[src/rtl/sdram_port_arbiter.sv]
// Two-way arbiter for one Avalon-MM-style SDRAM port: priority video read bursts, single-word writes.
// Optional build macro ARB_STATS_EN adds free-running grant/write/stall counters.
module sdram_port_arbiter #(
  parameter int unsigned ADDR_W     = 25,
  parameter int unsigned DATA_W     = 16,
  parameter int unsigned BURST_LEN  = 8,
  parameter int unsigned WR_MAX     = 16,
  parameter int unsigned STARVE_LIM = 4
) (
  input  logic              CLOCK_50,
  input  logic              reset_n,
  input  logic              vid_req,
  input  logic [ADDR_W-1:0] vid_addr,
  output logic              vid_gnt,
  output logic [DATA_W-1:0] vid_rdata,
  output logic              vid_rvalid,
  input  logic              wr_req,
  input  logic [ADDR_W-1:0] wr_addr,
  input  logic [DATA_W-1:0] wr_data,
  output logic              wr_ack,
  output logic [ADDR_W-1:0] sdr_addr,
  output logic              sdr_read,
  output logic              sdr_write,
  output logic [DATA_W-1:0] sdr_wdata,
  input  logic              sdr_waitrequest,
  input  logic [DATA_W-1:0] sdr_readdata,
  input  logic              sdr_readdatavalid
`ifdef ARB_STATS_EN
  ,
  output logic [31:0]       stat_vid_bursts,
  output logic [31:0]       stat_wr_words,
  output logic [31:0]       stat_stall
`endif
);

  localparam int unsigned BEAT_W   = $clog2(BURST_LEN + 1);
  localparam int unsigned OUT_W    = $clog2(BURST_LEN + 1);
  localparam int unsigned WCNT_W   = $clog2(WR_MAX + 1);
  localparam int unsigned STARVE_W = $clog2(STARVE_LIM + 1);

  typedef enum logic [1:0] {
    IDLE      = 2'd0,
    VID_CMD   = 2'd1,
    VID_DRAIN = 2'd2,
    WR        = 2'd3
  } state_t;

  state_t              state_q, state_d;
  logic                arb_en;
  logic [ADDR_W-1:0]   base_q;
  logic [BEAT_W-1:0]   beat_q;
  logic [OUT_W-1:0]    outst_q;
  logic [WCNT_W-1:0]   wr_cnt_q;
  logic [STARVE_W-1:0] starve_q;

  logic base_ld, beat_clr, rd_acc, rd_ret;
  logic starve_inc, starve_clr, wr_cnt_clr;

  // Returns arriving with nothing outstanding are strays and are dropped
  assign rd_ret = sdr_readdatavalid && (outst_q != '0);

  // Holds off arbitration until the first clock after reset release
  always_ff @(posedge CLOCK_50 or negedge reset_n) begin
    if (!reset_n) arb_en <= 1'b0;
    else          arb_en <= 1'b1;
  end

  always_ff @(posedge CLOCK_50 or negedge reset_n) begin
    if (!reset_n) state_q <= IDLE;
    else          state_q <= state_d;
  end

  always_comb begin
    state_d    = state_q;
    vid_gnt    = 1'b0;
    sdr_read   = 1'b0;
    sdr_write  = 1'b0;
    sdr_addr   = '0;
    sdr_wdata  = '0;
    wr_ack     = 1'b0;
    base_ld    = 1'b0;
    beat_clr   = 1'b0;
    rd_acc     = 1'b0;
    starve_inc = 1'b0;
    starve_clr = 1'b0;
    wr_cnt_clr = 1'b0;
    unique case (state_q)
      IDLE: begin
        if (arb_en) begin
          if (vid_req && (!wr_req || (starve_q < STARVE_W'(STARVE_LIM)))) begin
            vid_gnt  = 1'b1;
            base_ld  = 1'b1;
            beat_clr = 1'b1;
            state_d  = VID_CMD;
            if (wr_req) starve_inc = 1'b1;
            else        starve_clr = 1'b1;
          end else if (wr_req) begin
            starve_clr = 1'b1;
            wr_cnt_clr = 1'b1;
            state_d    = WR;
          end
        end
      end
      VID_CMD: begin
        sdr_read = 1'b1;
        sdr_addr = base_q + ADDR_W'(beat_q);
        if (!sdr_waitrequest) begin
          rd_acc = 1'b1;
          if (beat_q == BEAT_W'(BURST_LEN - 1)) state_d = VID_DRAIN;
        end
      end
      VID_DRAIN: begin
        if (outst_q == '0) state_d = IDLE;
      end
      WR: begin
        // Write path is combinational so the writer can drop wr_req without a trailing command
        if (wr_req && (outst_q == '0)) begin
          sdr_write = 1'b1;
          sdr_addr  = wr_addr;
          sdr_wdata = wr_data;
          wr_ack    = !sdr_waitrequest;
        end
        if (!wr_req) state_d = IDLE;
        else if (wr_ack && (wr_cnt_q == WCNT_W'(WR_MAX - 1))) state_d = IDLE;
      end
      default: state_d = IDLE;
    endcase
  end

  always_ff @(posedge CLOCK_50 or negedge reset_n) begin
    if (!reset_n) begin
      base_q <= '0;
      beat_q <= '0;
    end else begin
      if (base_ld)  base_q <= vid_addr;
      if (beat_clr) beat_q <= '0;
      else if (rd_acc) beat_q <= beat_q + BEAT_W'(1);
    end
  end

  // Accept and return in the same cycle cancel out
  always_ff @(posedge CLOCK_50 or negedge reset_n) begin
    if (!reset_n) begin
      outst_q <= '0;
    end else begin
      unique case ({rd_acc, rd_ret})
        2'b10:   outst_q <= outst_q + OUT_W'(1);
        2'b01:   outst_q <= outst_q - OUT_W'(1);
        default: outst_q <= outst_q;
      endcase
    end
  end

  always_ff @(posedge CLOCK_50 or negedge reset_n) begin
    if (!reset_n) begin
      starve_q <= '0;
      wr_cnt_q <= '0;
    end else begin
      if (starve_clr) starve_q <= '0;
      else if (starve_inc && (starve_q != STARVE_W'(STARVE_LIM)))
        starve_q <= starve_q + STARVE_W'(1);
      if (wr_cnt_clr) wr_cnt_q <= '0;
      else if (wr_ack) wr_cnt_q <= wr_cnt_q + WCNT_W'(1);
    end
  end

  always_ff @(posedge CLOCK_50 or negedge reset_n) begin
    if (!reset_n) begin
      vid_rvalid <= 1'b0;
      vid_rdata  <= '0;
    end else begin
      vid_rvalid <= rd_ret;
      if (rd_ret) vid_rdata <= sdr_readdata;
    end
  end

`ifdef ARB_STATS_EN
  always_ff @(posedge CLOCK_50 or negedge reset_n) begin
    if (!reset_n) begin
      stat_vid_bursts <= '0;
      stat_wr_words   <= '0;
      stat_stall      <= '0;
    end else begin
      if (vid_gnt) stat_vid_bursts <= stat_vid_bursts + 32'd1;
      if (wr_ack)  stat_wr_words   <= stat_wr_words + 32'd1;
      if ((sdr_read || sdr_write) && sdr_waitrequest) stat_stall <= stat_stall + 32'd1;
    end
  end
`endif

endmodule
[config.mk]
export PLATFORM = sky130hd
export DESIGN_NAME = sdram_port_arbiter
export DESIGN_NICKNAME = d
export VERILOG_FILES = /design/src/rtl/sdram_port_arbiter.sv
export SDC_FILE = /design/constraint.sdc
export NUM_CORES = 1
export LEC_CHECK = 0
export CORE_MARGIN = 4
export CORE_UTILIZATION = 43
export DETAILED_ROUTE_END_ITERATION = 10
export PLACE_DENSITY = 0.81
export SYNTH_ARGS = -nofsm -noshare
export SYNTH_HDL_FRONTEND = slang
export SYNTH_SLANG_ARGS = --single-unit
[constraint.sdc]
create_clock -name CLOCK_50 -period 3.25 [get_ports CLOCK_50]
set_clock_uncertainty 0.15 [all_clocks]
set_input_delay 0.65 -clock CLOCK_50 [delete_from_list [all_inputs] [get_ports CLOCK_50]]
set_output_delay 0.65 -clock CLOCK_50 [all_outputs]
set_load 0.02 [all_outputs]
==> flow_summary.toml, run 1 <==
[finish]
finish.net_count = 714
nFillCells = 646
layout.cells.most_common = "sky130_fd_sc_hd__nand2_1"
antenna_cells = 0
layout-drive-gt1-share_pct = 10.4
commonest_cells_after_routing_fill_and_taps_aside = "167 x sky130_fd_sc_hd__nand2_1, 107 x sky130_fd_sc_hd__clkdlybuf4s50_1, 61 x sky130_fd_sc_hd__dfrtp_1, 30 x sky130_fd_sc_hd__dlygate4sd2_1, 26 x sky130_fd_sc_hd__buf_4"
areaGrowthSynthToFinish_pct = 53.9

[placement]
dp_hpwl_um = 8100
buffer_ports.inserted = 149
place_ws_ps = -138
globalplace.congestion = 0.864

[synth]
ys.warnings.count = 0
synth_seq_cells = 61
yosysUniqueCellTypes = 38
netlist_instances = 440
syn_avg_cell_area_sq_um = 8.06
mappedNetlistNets = 545
yosysSeqAreaShare_pct = 43.0
syn_area_sq_um = 3550

[worst_setup_path]
cp-start-kind = "flop"
rrSetupSlack_ps = 540
worstReg2RegStart = "outst_q[1]"
crit_required_ps = 2450
critical_path.endpoint_type = "output pin"
capturing_point_of_the_worst_reg2reg_path = "outst_q[3]"
crit_path_max_fanout = 42
worstSetupPathType = "reg2out"
critical_path_arrival_ps = 2370
worstRegToRegCells = 10

[drt]
drt_pass1_iterations = 4
wirelength_um = 10200
routedWlPerCell_um = 14.2
drtAntennaViolNets = 0
avgViaCountPerCell = 4.94
vias = 3536
post-route-drc-count = 0
first_iter_violations = 99

[floorplan]
chipWidth_um = 98.8
number_of_placement_rows = 32
pin_count = 150
die_area_sq_um = 9760
placeable_core_region_sq_um = 7890
fp.dieH_um = 98.8
floorplan.initialDensity_pct = 45.0

[timing]
grt_setup_unrepaired = "no"
slew_viol_final = 0
final.period_utilization_pct = 97.5
fin_tns_setup_ps = 0
finalHoldViolCount = 0
setup_viol = 0
period_minus_slack_ps = 3170
slew_headroom_pct = 63.4
fmax_mhz = 316
timing_worst_slew_pin_value_ps = 549
final.setup.worst_slack_ps = 81.7

[worst_hold_path]
min_path_type = "in2async"

[global_routing]
first_global_vias = 3453
antenna_violations_before_repair = 0
grt_usage_pct = 20.7
grt_remaining_overflow = 0
grt_pass1_wl_um = 16500
grt_max_degree = 43

[clock_network]
tritoncts.num_buffers = 9
ctsLongestPathBuffers = 2
clk_transition_reported_paths_ps = 70
postCtsHoldBufs = 0
cts_num_sinks = 61
tritoncts = "built"
cts_max_level = 3
ctsRootBufferMaster = "sky130_fd_sc_hd__clkbuf_8"
clk-insertion-delay-late_ps = 320

[job]
cap_viol_max_count = 0

[power]
power-per-cell-area_nw_per_um2 = 729
report.power.total_mw = 3.98
ir_drop_v = 0.000340
cellLeakagePower_nw = 2.67

[outcome]
outcome = "finished clean"
==> how the worst max path moves through the flow <==
stage	cells past startpoint	slack (ps)	from	end
finish	4	80	outst_q[1]	sdr_write
global route	10	9	beat_q[0]	sdr_addr[22]
CTS	10	20	base_q[0]	sdr_addr[12]
detailed placement	7	-140	base_q[3]	sdr_addr[21]
global placement	10	-80	base_q[0]	sdr_addr[22]
floorplan	9	110	beat_q[0]	sdr_addr[24]
==> critical path, cell delays in order (launching register included) <==
cell,delay [ps]
sky130_fd_sc_hd__dfrtp_1,420
sky130_fd_sc_hd__or4_4,610
sky130_fd_sc_hd__nor2_2,170
sky130_fd_sc_hd__buf_12,200
sky130_fd_sc_hd__clkdlybuf4s50_1,630
==> cell families (layout without fill, tap and decap cells) <==
kind of cell / count (synthesis) / count (layout) / synth area share, %
flip-flops: 61 / 61 / 43.0
adder cells (fa/ha/maj): 17 / 17 / 6.42
multiplexers: 2 / 2 / 0.565
AO/OA/AOI/OAI: 50 / 50 / 8.08
buffers and inverters: 32 / 206 / 3.74
other: 1 / 1 / 0.106
AND/OR/NAND/NOR: 246 / 246 / 30.4
XOR/XNOR: 31 / 31 / 7.66
==> routing by layer <==
layer	track usage, %	up-vias	wire length, um
li1	-	1766	-
met1	24.9	1637	4150
met2	37.3	123	5240
met3	4.39	10	687
met4	5.57	0	111
met5	0	-	0
==> state kept, by name, indices dropped and copies added, names as in the netlist <==
| name | count |
|---|---|
| arb_en | 1 |
| base_q | 25 |
| beat_q | 4 |
| outst_q | 4 |
| starve_q | 3 |
| state_q | 2 |
| vid_rdata | 16 |
| vid_rvalid | 1 |
| wr_cnt_q | 5 |
==> what timing repair did <==
action / 4_1_cts / 5_1_grt
endpoints found under the setup margin: 41 / 12
resized for setup: 87 / 17
gates cloned: 0 / 1
pin swaps: 1 / 3
buffers inserted: 2 / 1
==> report_power, final <==
group / total (mW) / internal [mW] / switching [mW]
clock network: 0.657 / 0.372 / 0.285
logic: 1.93 / 0.887 / 1.04
registers: 1.39 / 1.07 / 0.328
==> synth_stat cells <==
| library cell | instances | area [sq um] |
|---|---|---|
| sky130_fd_sc_hd__and2_1 | 17 | 106 |
| sky130_fd_sc_hd__or4_4 | 1 | 11.3 |
| sky130_fd_sc_hd__nand4_1 | 9 | 56.3 |
| sky130_fd_sc_hd__and3_1 | 6 | 37.5 |
| sky130_fd_sc_hd__nor4bb_1 | 1 | 10.0 |
| sky130_fd_sc_hd__a32o_1 | 1 | 10.0 |
| sky130_fd_sc_hd__o21bai_1 | 2 | 15.0 |
| sky130_fd_sc_hd__a22oi_1 | 1 | 7.51 |
| sky130_fd_sc_hd__o21ai_0 | 25 | 125 |
| sky130_fd_sc_hd__buf_2 | 4 | 20.0 |
| sky130_fd_sc_hd__inv_1 | 15 | 56.3 |
| sky130_fd_sc_hd__xor2_1 | 24 | 210 |
| sky130_fd_sc_hd__fa_1 | 2 | 40.0 |
| sky130_fd_sc_hd__nor3_2 | 1 | 10.0 |
| sky130_fd_sc_hd__buf_6 | 1 | 11.3 |
| sky130_fd_sc_hd__a21oi_1 | 6 | 30.0 |
| sky130_fd_sc_hd__o21ai_1 | 5 | 25.0 |
| sky130_fd_sc_hd__o31ai_1 | 1 | 7.51 |
| sky130_fd_sc_hd__a22o_1 | 1 | 8.76 |
| sky130_fd_sc_hd__nand4b_1 | 1 | 8.76 |
| sky130_fd_sc_hd__xnor2_1 | 7 | 61.3 |
| sky130_fd_sc_hd__mux2i_1 | 2 | 20.0 |
| sky130_fd_sc_hd__clkbuf_1 | 11 | 41.3 |
| sky130_fd_sc_hd__nand2b_1 | 5 | 31.3 |
| sky130_fd_sc_hd__dfrtp_1 | 61 | 1530 |
| sky130_fd_sc_hd__nor4_1 | 1 | 6.26 |
| sky130_fd_sc_hd__nor3_1 | 3 | 15.0 |
| sky130_fd_sc_hd__conb_1 | 1 | 3.75 |
| sky130_fd_sc_hd__a21o_1 | 2 | 15.0 |
| sky130_fd_sc_hd__nor2b_1 | 1 | 6.26 |
| sky130_fd_sc_hd__ha_1 | 15 | 188 |
| sky130_fd_sc_hd__nor3_4 | 1 | 16.3 |
| sky130_fd_sc_hd__nand2_1 | 167 | 627 |
| sky130_fd_sc_hd__inv_2 | 1 | 3.75 |
| sky130_fd_sc_hd__o22ai_1 | 2 | 12.5 |
| sky130_fd_sc_hd__a211oi_1 | 4 | 30.0 |
| sky130_fd_sc_hd__nand3_1 | 12 | 60.1 |
| sky130_fd_sc_hd__nor2_1 | 20 | 75.1 |
==> through the flow <==
stage | utilization (%) | hold WS (ps) | cells | area, sq um
6_report | 69.2 | 155 | 716 | 5460
3_3_place_gp | 66.7 | 307 | 696 | 5260
5_1_grt | 69.2 | 186 | 716 | 5460
2_1_floorplan | - | 204 | 440 | 3550
3_5_place_dp | 66.7 | 313 | 696 | 5260
4_1_cts | 68.5 | 157 | 714 | 5400
==> cell type report <==
type / instances / area [sq um] / area share (%)
clock buffers: 10 / 138 / 2.52
flip-flops and latches: 61 / 1530 / 28.0
clock inverters: 6 / 62.6 / 1.15
repair buffers: 174 / 1610 / 29.4
well taps: 102 / 128 / 2.34
inverters: 16 / 60.1 / 1.10
multi-input cells: 347 / 1940 / 35.5
No activity file was read; power rests on OpenSTA's default activity.
==> inputs of run 2 (changes only) <==
- CORE_UTILIZATION: 43 -> 64
- DONT_BUFFER_PORTS: default -> 1
- PLACE_DENSITY: 0.81 -> 0.8
- REMOVE_ABC_BUFFERS: default -> 1
- SKIP_CTS_REPAIR_TIMING: default -> 1
==> flow_summary.toml, run 2 (synthesized netlist as in run 1, its figures left out) <==
[power]
power-per-cell-area_nw_per_um2 = 919
cellLeakagePower_nw = 2.02
report.power.total_mw = 3.79
ir_drop_v = 0.000578

[finish]
register_bank_with_the_most_flops = "base_q"
layout.cells.most_common = "sky130_fd_sc_hd__nand2_1"
commonest_cells_after_routing_fill_and_taps_aside = "167 x sky130_fd_sc_hd__nand2_1, 61 x sky130_fd_sc_hd__dfrtp_1, 30 x sky130_fd_sc_hd__buf_4, 24 x sky130_fd_sc_hd__xor2_1, 20 x sky130_fd_sc_hd__o21ai_0"
antenna_cells = 0
layout-drive-gt1-share_pct = 13.3
flip_flop_count_of_the_largest_register_after_layout = 25
top_regs = "base_q (25), vid_rdata (16), wr_cnt_q (5)"
areaGrowthSynthToFinish_pct = 16.4
finish.net_count = 574

[worst_setup_path]
worstSetupPathType = "reg2out"
critical_path_arrival_ps = 2390
capturing_point_of_the_worst_reg2reg_path = "outst_q[3]"
rrSetupSlack_ps = 440
cp-start-kind = "flop"
worstRegToRegCells = 10
crit_path_cell_trace = "ha_4, inv_2, fa_2, nand2b_4, a21oi_4, buf_6, nand4_1, xor2_1, o21ai_1, buf_4"
worstReg2RegStart = "outst_q[1]"
crit_required_ps = 2450
critical_path.endpoint_type = "output pin"
worst_path_largest_cell_delay_ps = 400
crit_path_max_fanout = 6
crit_slowest_cell = "sky130_fd_sc_hd__dfrtp_1"

[drt]
post-route-drc-count = 0
vias = 3108
wirelength_um = 8660
first_iter_violations = 181
drtAntennaViolNets = 0
avgViaCountPerCell = 5.71
drt_pass1_iterations = 5
routedWlPerCell_um = 15.9

[timing]
slew_headroom_pct = 55.9
fmax_mhz = 313
final.period_utilization_pct = 98.3
timing_worst_slew_pin_value_ps = 654
finalHoldViolCount = 0
grt_setup_unrepaired = "yes"
slew_viol_final = 0
period_minus_slack_ps = 3190
hold_slack_final_ps = 19.7
setup_viol = 0

[clock_network]
ctsLongestPathBuffers = 2
clk_transition_reported_paths_ps = 70
tritoncts = "built"
clk-insertion-delay-late_ps = 340
cts_max_level = 3
tritoncts.num_buffers = 9
cts_num_sinks = 61
ctsRootBufferMaster = "sky130_fd_sc_hd__clkbuf_8"

[global_routing]
grt_max_degree = 62
antenna_violations_before_repair = 0
grt_pass1_wl_um = 12700
grt_usage_pct = 24.7
grt_remaining_overflow = 0
first_global_vias = 2775

[floorplan]
floorplan.initialDensity_pct = 67.7
placeable_core_region_sq_um = 5240
pin_count = 150
die_area_sq_um = 6800
number_of_placement_rows = 26
chipWidth_um = 82.4
fp.dieH_um = 82.4

[worst_hold_path]
min_path_type = "in2async"

[placement]
globalplace.congestion = 0.839
dp_hpwl_um = 5940
buffer_ports.inserted = 0

[outcome]
outcome = "finished clean"

[job]
cap_viol_max_count = 0
## run 2: changes by cell type in the layout (fill, tap and decap cells not counted), moves of 2 or more
| cell | previous run | this run |
|---|---|---|
| sky130_fd_sc_hd__buf_4 | 26 | 30 |
| sky130_fd_sc_hd__dlygate4sd2_1 | 30 | 0 |
| sky130_fd_sc_hd__clkinv_4 | 0 | 2 |
| sky130_fd_sc_hd__clkinvlp_4 | 3 | 1 |
| sky130_fd_sc_hd__o21ai_1 | 11 | 9 |
| sky130_fd_sc_hd__buf_2 | 9 | 1 |
| sky130_fd_sc_hd__clkdlybuf4s50_1 | 107 | 0 |
## run 2: cell type report
| cell class | instances | area, sq um |
|---|---|---|
| Fill cell | 363 | 1110 |
| Multi-Input combinational cell | 348 | 1960 |
| Clock buffer | 9 | 124 |
| Clock inverter | 7 | 98.8 |
| Inverter | 16 | 60.1 |
| Tap cell | 70 | 87.6 |
| Sequential cell | 61 | 1530 |
| Timing Repair Buffer | 33 | 269 |
## run 2: worst max-delay path, delay by kind of cell, from the launching register on
family          cells  cell delay [ps]
xor+xnor            1              170
flops               1              400
simple gates        2              280
buf+inv             3              360
compound gates      2              360
fa+ha+maj           2              490
## run 2: per-layer routing
layer | global-route usage [%] | vias up | routed length, um
met2 | 43.7 | 150 | 4550
li1 | - | 1484 | -
met3 | 7.81 | 18 | 816
met5 | 0 | - | 0
met1 | 28.0 | 1456 | 3160
met4 | 8.47 | 0 | 142
## run 2: stage by stage
step                      area [sq um]  setup TNS (ps)  utilization (%)  instances  setup WS (ps)
after floorplan                   3470          -10560                -        424           -277
after global placement            3750               0             71.6        519            206
after detailed placement          3750               0             71.6        519            174
after CTS                         3970           -1950             75.9        535           -195
after global routing              4130            -101             78.8        544          -52.0
final                             4130               0             78.8        544           55.9
## run 2: report_power, final
| group | switching, mW | internal [mW] |
|---|---|---|
| registers | 0.401 | 1.06 |
| logic | 0.926 | 0.646 |
| clock network | 0.321 | 0.435 |
## run 2: worst max-delay path by stage
stage / cells past startpoint / slack [ps] / from / to
2_1_floorplan: 3 / -280 / outst_q[1] / sdr_addr[0]
3_3_place_gp: 10 / 210 / beat_q[0] / sdr_addr[12]
3_5_place_dp: 10 / 170 / beat_q[0] / sdr_addr[12]
4_1_cts: 10 / -200 / beat_q[0] / sdr_addr[12]
5_1_grt: 10 / -50 / beat_q[0] / sdr_addr[24]
6_report: 10 / 60 / beat_q[0] / sdr_addr[12]
